$ cat config.mk
export PLATFORM = sky130hd
export DESIGN_NAME = edge_trig_seq
export DESIGN_NICKNAME = d
export VERILOG_FILES = /design/src/rtl/edge_trig_seq.sv
export SDC_FILE = /design/constraint.sdc
export NUM_CORES = 1
export LEC_CHECK = 0
export ABC_CLOCK_PERIOD_IN_PS = 3640
export CORE_MARGIN = 2
export CORE_UTILIZATION = 54
export CTS_BUF_LIST = sky130_fd_sc_hd__clkbuf_16
export CTS_CLUSTER_DIAMETER = 80
export DETAILED_ROUTE_END_ITERATION = 10
export PLACE_DENSITY = 0.86
export SYNTH_ARGS = -nofsm -noshare
export SYNTH_HDL_FRONTEND = slang
export SYNTH_SLANG_ARGS = --single-unit
export TNS_END_PERCENT = 100
$ cat constraint.sdc
create_clock -name clk -period 3.64 [get_ports clk]
set_input_delay 0.546 -clock clk [delete_from_list [all_inputs] [get_ports clk]]
set_output_delay 0.546 -clock clk [all_outputs]
set_load 0.05 [all_outputs]
$ cat src/rtl/edge_trig_seq.sv
// edge_trig_seq
//   Sequencer for the moving-sum edge-trigger datapath (ADC clock domain).
//   Drives the mov_sum core reset/start and holds off triggers until the sum
//   window has filled. It also qualifies raw edge-trigger pulses with a
//   holdoff, one-shot/continuous mode and an optional arm timeout.
//
//   Optional feature: define EDGE_SEQ_TIMEOUT_EN to enable the ARMED timeout.
//   Without it, timeout_i is unused and timed_out_o is tied to 0.
//
// Ports
//   clk           ADC clock, rising edge
//   reset_n       asynchronous active-low reset
//   arm_i         pulse: start a sequence (from IDLE or DONE)
//   disarm_i      pulse: abort to IDLE (highest priority)
//   continuous_i  1 = re-arm after holdoff, 0 = one-shot
//   window_i      moving-sum window length, sampled on FILL entry
//   holdoff_i     suppressed cycles after a trigger (live)
//   timeout_i     ARMED cycle budget, 0 = none (timeout build only)
//   sum_val_i     core sum-valid strobe
//   raw_trig_i    unqualified trigger from the edge detector
//   core_rst_o    reset to mov_sum core
//   core_start_o  start to mov_sum core
//   trig_o        qualified trigger, 1-cycle pulse
//   armed_o       high in ARMED
//   busy_o        high in CRST/FILL/ARMED/HOLDOFF
//   timed_out_o   sticky timeout flag, cleared by arm_i
//   trig_cnt_o    qualified triggers since last arm, saturating
module edge_trig_seq #(
  parameter int RST_CYCLES = 4,
  parameter int HOLDOFF_W  = 16,
  parameter int CNT_W      = 16,
  parameter int TIMEOUT_W  = 32
) (
  input  logic                 clk,
  input  logic                 reset_n,
  input  logic                 arm_i,
  input  logic                 disarm_i,
  input  logic                 continuous_i,
  input  logic [7:0]           window_i,
  input  logic [HOLDOFF_W-1:0] holdoff_i,
  input  logic [TIMEOUT_W-1:0] timeout_i,
  input  logic                 sum_val_i,
  input  logic                 raw_trig_i,
  output logic                 core_rst_o,
  output logic                 core_start_o,
  output logic                 trig_o,
  output logic                 armed_o,
  output logic                 busy_o,
  output logic                 timed_out_o,
  output logic [CNT_W-1:0]     trig_cnt_o
);

  localparam int RST_W = (RST_CYCLES > 1) ? $clog2(RST_CYCLES) : 1;

  typedef enum logic [2:0] {IDLE, CRST, FILL, ARMED, HOLDOFF, DONE} state_t;

  state_t               state_reg, state_next;
  logic [RST_W-1:0]     rst_cnt_reg, rst_cnt_next;
  logic [7:0]           window_reg, window_next;
  logic [7:0]           fill_cnt_reg, fill_cnt_next;
  logic [HOLDOFF_W-1:0] hold_cnt_reg, hold_cnt_next;
  logic [CNT_W-1:0]     trig_cnt_reg, trig_cnt_next;
  logic                 trig_reg, trig_next;
  logic                 core_rst_reg, core_rst_next;
  logic                 core_start_reg, core_start_next;
  logic                 armed_reg, armed_next;
  logic                 busy_reg, busy_next;

`ifdef EDGE_SEQ_TIMEOUT_EN
  logic [TIMEOUT_W-1:0] tmo_cnt_reg, tmo_cnt_next;
  logic                 timed_out_reg, timed_out_next;
`else
  logic                 unused_timeout;
  assign unused_timeout = ^timeout_i;
`endif

  always_ff @(posedge clk or negedge reset_n) begin
    if (!reset_n) begin
      state_reg      <= IDLE;
      rst_cnt_reg    <= '0;
      window_reg     <= '0;
      fill_cnt_reg   <= '0;
      hold_cnt_reg   <= '0;
      trig_cnt_reg   <= '0;
      trig_reg       <= 1'b0;
      core_rst_reg   <= 1'b0;
      core_start_reg <= 1'b0;
      armed_reg      <= 1'b0;
      busy_reg       <= 1'b0;
`ifdef EDGE_SEQ_TIMEOUT_EN
      tmo_cnt_reg    <= '0;
      timed_out_reg  <= 1'b0;
`endif
    end else begin
      state_reg      <= state_next;
      rst_cnt_reg    <= rst_cnt_next;
      window_reg     <= window_next;
      fill_cnt_reg   <= fill_cnt_next;
      hold_cnt_reg   <= hold_cnt_next;
      trig_cnt_reg   <= trig_cnt_next;
      trig_reg       <= trig_next;
      core_rst_reg   <= core_rst_next;
      core_start_reg <= core_start_next;
      armed_reg      <= armed_next;
      busy_reg       <= busy_next;
`ifdef EDGE_SEQ_TIMEOUT_EN
      tmo_cnt_reg    <= tmo_cnt_next;
      timed_out_reg  <= timed_out_next;
`endif
    end
  end

  // Per-state counters default to zero, so each one restarts whenever its
  // state is (re-)entered without explicit entry logic.
  always_comb begin
    state_next     = state_reg;
    rst_cnt_next   = '0;
    fill_cnt_next  = '0;
    hold_cnt_next  = '0;
    window_next    = window_reg;
    trig_cnt_next  = trig_cnt_reg;
    trig_next      = 1'b0;
`ifdef EDGE_SEQ_TIMEOUT_EN
    tmo_cnt_next   = '0;
    timed_out_next = timed_out_reg;
`endif

    case (state_reg)
      IDLE, DONE: begin
        if (arm_i) begin
          state_next    = CRST;
          trig_cnt_next = '0;
`ifdef EDGE_SEQ_TIMEOUT_EN
          timed_out_next = 1'b0;
`endif
        end
      end
      CRST: begin
        if (rst_cnt_reg == RST_W'(RST_CYCLES - 1)) begin
          state_next  = FILL;
          window_next = window_i;
        end else begin
          rst_cnt_next = rst_cnt_reg + RST_W'(1);
        end
      end
      FILL: begin
        if (window_reg == 8'd0) begin
          state_next = ARMED;
        end else if (sum_val_i) begin
          // fill_cnt stays below window_reg, so the increment cannot wrap
          if (fill_cnt_reg + 8'd1 == window_reg)
            state_next = ARMED;
          else
            fill_cnt_next = fill_cnt_reg + 8'd1;
        end else begin
          fill_cnt_next = fill_cnt_reg;
        end
      end
      ARMED: begin
        if (raw_trig_i) begin
          // a trigger on the timeout cycle wins over the timeout
          trig_next  = 1'b1;
          state_next = HOLDOFF;
          if (trig_cnt_reg != '1)
            trig_cnt_next = trig_cnt_reg + CNT_W'(1);
        end
`ifdef EDGE_SEQ_TIMEOUT_EN
        else if ((timeout_i != '0) && (tmo_cnt_reg + TIMEOUT_W'(1) == timeout_i)) begin
          state_next     = DONE;
          timed_out_next = 1'b1;
        end else if (tmo_cnt_reg != '1) begin
          tmo_cnt_next = tmo_cnt_reg + TIMEOUT_W'(1);
        end else begin
          tmo_cnt_next = tmo_cnt_reg;
        end
`endif
      end
      HOLDOFF: begin
        // HOLDOFF lasts holdoff_i+1 cycles (the trig_o cycle plus holdoff_i).
        // >= so a live reduction of holdoff_i never strands the counter.
        if (hold_cnt_reg >= holdoff_i)
          state_next = continuous_i ? ARMED : DONE;
        else
          hold_cnt_next = hold_cnt_reg + HOLDOFF_W'(1);
      end
      default: state_next = IDLE;
    endcase

    // disarm overrides everything, including a coincident trigger or arm
    if (disarm_i) begin
      state_next    = IDLE;
      trig_next     = 1'b0;
      trig_cnt_next = trig_cnt_reg;
`ifdef EDGE_SEQ_TIMEOUT_EN
      timed_out_next = timed_out_reg;
`endif
    end

    // outputs are registered from the next state so reset forces them all low
    core_rst_next   = (state_next == IDLE) || (state_next == CRST);
    core_start_next = (state_next == FILL) || (state_next == ARMED) ||
                      (state_next == HOLDOFF);
    armed_next      = (state_next == ARMED);
    busy_next       = core_start_next || (state_next == CRST);
  end

  assign core_rst_o   = core_rst_reg;
  assign core_start_o = core_start_reg;
  assign trig_o       = trig_reg;
  assign armed_o      = armed_reg;
  assign busy_o       = busy_reg;
  assign trig_cnt_o   = trig_cnt_reg;
`ifdef EDGE_SEQ_TIMEOUT_EN
  assign timed_out_o  = timed_out_reg;
`else
  assign timed_out_o  = 1'b0;
`endif

endmodule

======== Word level (Yosys, flattened, before mapping) ========
Index checks and enable logic that the tools add are counted.
W data, S select, Z words.
operators by class
  shift operators ......................... 0
  magnitude comparators ................... 1
  bitwise operators ....................... 1
  reductions and logical operators ........ 11
  multiply operators ...................... 0
  equality and inequality tests ........... 16
  divide/modulo/power cells ............... 0
  mux-type cells .......................... 25
  $add $sub $neg .......................... 4
operators with widths
  kind                     count
  $mux W16                 5
  $add A16 B1 Y16 const B  2
  $mux W8                  4
  $pmux W16 S2             1
  $mux W3                  9
  $ge A16 B16 Y1           1
  $ne A16 B16 Y1 const B   1
  $pmux W3 S5              1
  $eq A3 B2 Y1 const B     4
  $eq A3 B3 Y1 const B     3
  $add A8 B1 Y8 const B    1
  $eq A8 B8 Y1             1
  $logic_not A8 Y1         1
  $eq A3 B1 Y1 const B     2
  $logic_not A3 Y1         2
  $ne A2 B2 Y1 const B     3
  $reduce_and A5 Y1        1
  $logic_or A1 B1 Y1       4
  $mux W2                  2
  $mux W1                  3
  $ne A3 B3 Y1 const B     1
  $add A2 B1 Y2 const B    1
  $eq A2 B2 Y1 const B     1
  $reduce_and A2 Y1        1
  other kinds (3)          3
storage, ports and cells
  input bits .............................. 63
  memory bits (read-only) ................. 0
  word-level logic and storage cells ...... 69
  bits in latches ......................... 0
  register bits ........................... 58
  output and inout port bits .............. 22
  memory bits (writable) .................. 0
  memories kept ........................... 0

======== Depth between registers and ports, before layout ========
  depth after elaboration ................. 11
  depth in mapped cells ................... 9
  mapped depth without buffers ............ 9

======== Worst setup path before layout ========
Ideal clock, no wire load.
  kind .................................... input port to flip-flop
  start point ............................. input holdoff_i[13]
  end point ............................... register core_start_reg (netlist: core_start_o)
  cell stages on the path ................. 9
  arrival time ............................ 2.429 ns
  data required time ...................... 3.562 ns
  setup slack ............................. 1.133 ns
  library setup time ...................... 0.078 ns
  cells stage by stage .................... inv_1 -> ha_1 -> a211oi_1 -> o21ai_0 -> a221oi_1 -> o211ai_2 -> nand2_1 -> or3b_2 -> a21oi_1
on the way
  cells in the longest elaborated chain, start to end .. 7
  elaborated cells between the ends (all ways) .. 9
  those cells by class .................... order compare (1); eq/ne (3); mux (3); reduce/logical (2)
ends and longest elaborated chain
  element               line  text
  from (decl)           40    input logic [HOLDOFF_W-1:0] holdoff_i,
  $ge A16 B16 Y1 *      181   if (hold_cnt_reg >= holdoff_i)
  $mux W3 *             181
  $pmux W3 S5 *         128   case (state_reg)
  $mux W3 *             190   if (disarm_i) begin
  $eq A3 B2 Y1          201   core_start_next = (state_next == FILL) || (state_next == ARMED) ||
  $logic_or A1 B1 Y1    201
  $logic_or A1 B1 Y1 *  201
  via core_start_next   65    logic core_start_reg, core_start_next;
  to (signal assigned)  103   core_start_reg <= core_start_next;
  to (decl)             65
Mark *: on every way through the listed nets, which the timed path passes. The rest lies on a longest branch.
A chain may end at the register's enable or synchronous reset.

======== Worst setup path in the final report ========
Same ends and word-level chain as after synthesis.

==> metrics.md <==
| Metric | Value |
|---|---|
| Area contributors post-synth | dfrtp_1 (42%), ha_1 (7.3%), xnor2_1 (4.6%) |
| First-pass GRT wire length | 13000 um |
| Antenna violations before repair | 0 |
| CP Launch Type | input pin |
| DP Area | 0.00401 sq mm |
| Cell Pwr Density | 389 mW/mm^2 |
| Simple-Gate Fraction of Synth Area | 22.6% |
| Yosys warns | 0 |
| Drt wl/cell | 14.4 um |
| Leakage Power | 1.92 nW |
| Post-CTS setup buffers | 0 |
| Count of pins over their slew limit | 0 |
| Final TNS setup | 0 ns |
| Multi-input gate area | 0.00184 sq mm |
| Finished Cell Area | 0.00426 sq mm |
| Share of cells above drive strength 1 | 8.43% |
| Flop2flop setup slack | 0.99 ns |
| Total power | 1.66 mW |
| Setup Skew | 0.00492 ns |
| Max_cap viols | 0 |
| Synth area leader | dfrtp_1 |
| Antenna diode count | 0 |
| Port buffer count | 51 |
| DRC Markers | 0 |
| #FFs+latches synth | 58 |
| Cell count after synthesis | 369 |
| Synth Area in XOR/XNOR | 8.12% |
| Post-synth EDFFs | 0 |
| Syn avg cell area | 9.35 sq um |
| Number of detailed-route iterations in the first pass | 5 |
| Largest net degree at the start of global routing | 44 |
| Share of the synthesized area in the top cell type | 42.1% |
| CTS buffer count | 9 |
| Area of the die | 0.00704 sq mm |
| Routability congestion estimate | 0.849 |
| Fraction of synthesized area in multiplexers | 2.94% |
| Final count of hold timing violations | 0 |
| Top Ports | 85 |
| Min Tclk post-route | 2.95 ns |
| Yosys cell types | 58 |
| Final Setup Violations | 0 |
| Ratio of final minimum period to clock period | 80.9% |
| Die Ht | 83.9 um |
| Hold-fix buffers at CTS | 0 |
| Starting Density | 55.0% |
| Main flop type after synthesis | dfrtp_1 |
| Gr usage total | 22.5% |
| Required time worst endpoint | 3.89 ns |
| HP Class | input pin to async pin |
| Final #Nets | 506 |
| Unrepaired setup endpoints after global routing | no |
| Skew-Pair Late Insertion Delay | 0.32 ns |
| Tightest Pin Transition | 0.961 ns |
| Worst slew margin | 36.0% |
| Vias in the first global route | 2904 |
| WL final | 7250 um |
| Clock Tree Buf Depth | 2 |
| Synth Area in Compound Gates | 12.4% |
| ANT nets after route | 0 |
| Area Growth Syn to Fin | 23.5% |
| Register area share after synthesis | 42.1% |
| Grt ovf | 0 |
| Vias post-DR | 2813 |
| Core Area | 0.00628 sq mm |
| CTS tree | done |
| Syn Std Cell Area | 0.00345 sq mm |
| Fmax | 339 MHz |
| Utilization after layout | 67.9% |
| Async set-reset flop share out of synthesis | 100% |
| Adder-cell area share of the yosys netlist | 7.25% |
| Drt first-iter violations | 194 |
| Crit-path max FO | 4 |
| Critical Path AT | 3.19 ns |
| Critical path class | input pin to flop |
| CTS Sinks | 58 |
| Clock root buffer master | clkbuf_16 |
| Status | complete, no violations |
| Fillcell total | 501 |
| Post-CTS Resized | 0 |
| Net Count, Synth | 452 |
| Sequential Area | 0.00145 sq mm |
| Hpwl dp | 5400 um |
| H-tree depth | 3 |
| Row cnt | 29 |
| DR vias/cell | 5.58 |
| Crit end category | flop |
| Die X | 83.9 um |
| Largest family of logic cells by synthesized area | simple AND/OR/NAND/NOR gates |
| Worst VDD drop | 0.000297 V |
| Reg clk slew, reported paths | 0.05 ns |
[where the power goes]
group	switching, mW	internal (mW)	leakage [nW]
sequential	0.0331	0.678	0.798
combinational	0.119	0.116	0.991
clock	0.268	0.443	0.131
total	0.419	1.24	1.92
[cell usage in the layout, fill, tap and decap left out, drive strengths merged, types with 2 or more instances in the layout]
cell type       n
xnor2          18
nor2b           2
or4             3
nand2          29
inv            27
o21ai          19
o31ai           2
a21oi          12
and2b           2
nor3b           2
and3            9
xor2           14
clkbuf          9
buf             3
o211ai          5
or3             6
mux2            9
nand3          18
a211oi          4
a31oi           2
nor4            4
or3b            2
and2            3
a21o            5
clkinv          5
a211o           2
and4            2
clkdlybuf4s50  50
nor2           42
ha             20
a22oi           2
or2             3
nand2b          5
dfrtp          58
nor3           13
nand4           6
[synth_stat cells (4+ instances only)]
master,instances
mux2_2,9
dfrtp_1,58
nor4_1,4
nand2b_1,5
inv_1,26
xnor2_1,18
a21oi_1,12
and3_1,9
nand4_1,6
o211ai_1,4
ha_1,20
nand3_1,17
or3_1,6
a21o_1,5
nor2_1,41
nor3_1,12
buf_2,4
nand2_1,29
xor2_1,14
o21ai_0,17
[final cells by class]
type                            count  area share (%)
Sequential cell                    58            34.1
Clock buffer                        9            5.29
Inverter                           26            2.29
Multi-Input combinational cell    275            43.3
Tap cell                           77            2.26
Timing Repair Buffer               53            12.2
Clock inverter                      6           0.617
[critical path, stage by stage]
cell	delay, ns
clkdlybuf4s50_1	0.45
inv_1	0.04
ha_1	0.31
a211oi_1	0.22
o21ai_0	0.14
a221oi_1	0.48
o21ai_0	0.15
and2_1	0.22
or3b_2	0.47
a21oi_1	0.16
[per-layer routing]
metal	GRT usage, %	routed length (um)
met5	0	0
met4	7.33	106
met3	4.45	258
met2	39.1	3640
met1	28.2	3250
[kinds of logic after synthesis]
logic type               count (synthesis)
other                                    1
flip-flops                              58
adder cells (fa/ha/maj)                 20
multiplexers                             9
XOR/XNOR                                32
AO/OA/AOI/OAI                           62
buffers and inverters                   36
AND/OR/NAND/NOR                        151
[final timing paths]
kind                             startpoint              end  cells after the start
max                           holdoff_i[13]     core_start_o                     10
min                                 reset_n  hold_cnt_reg[0]                      1
max reg2reg                hold_cnt_reg[13]     core_start_o                      8
min reg2reg                  rst_cnt_reg[0]   rst_cnt_reg[0]                      1
max in group asynchronous           reset_n  fill_cnt_reg[3]                      2
min in group clk             rst_cnt_reg[0]   rst_cnt_reg[0]                      1
[metrics by stage]
stage | hold WS [ns] | setup WS (ns) | std cells
2_1_floorplan | 0.250 | 1.13 | 369
3_3_place_gp | 0.431 | 0.430 | 489
3_5_place_dp | 0.440 | 0.362 | 489
4_1_cts | 0.407 | 0.663 | 504
5_1_grt | 0.459 | 0.498 | 504
6_report | 0.370 | 0.694 | 504
Note: power is estimated with default switching activity, not from simulation.
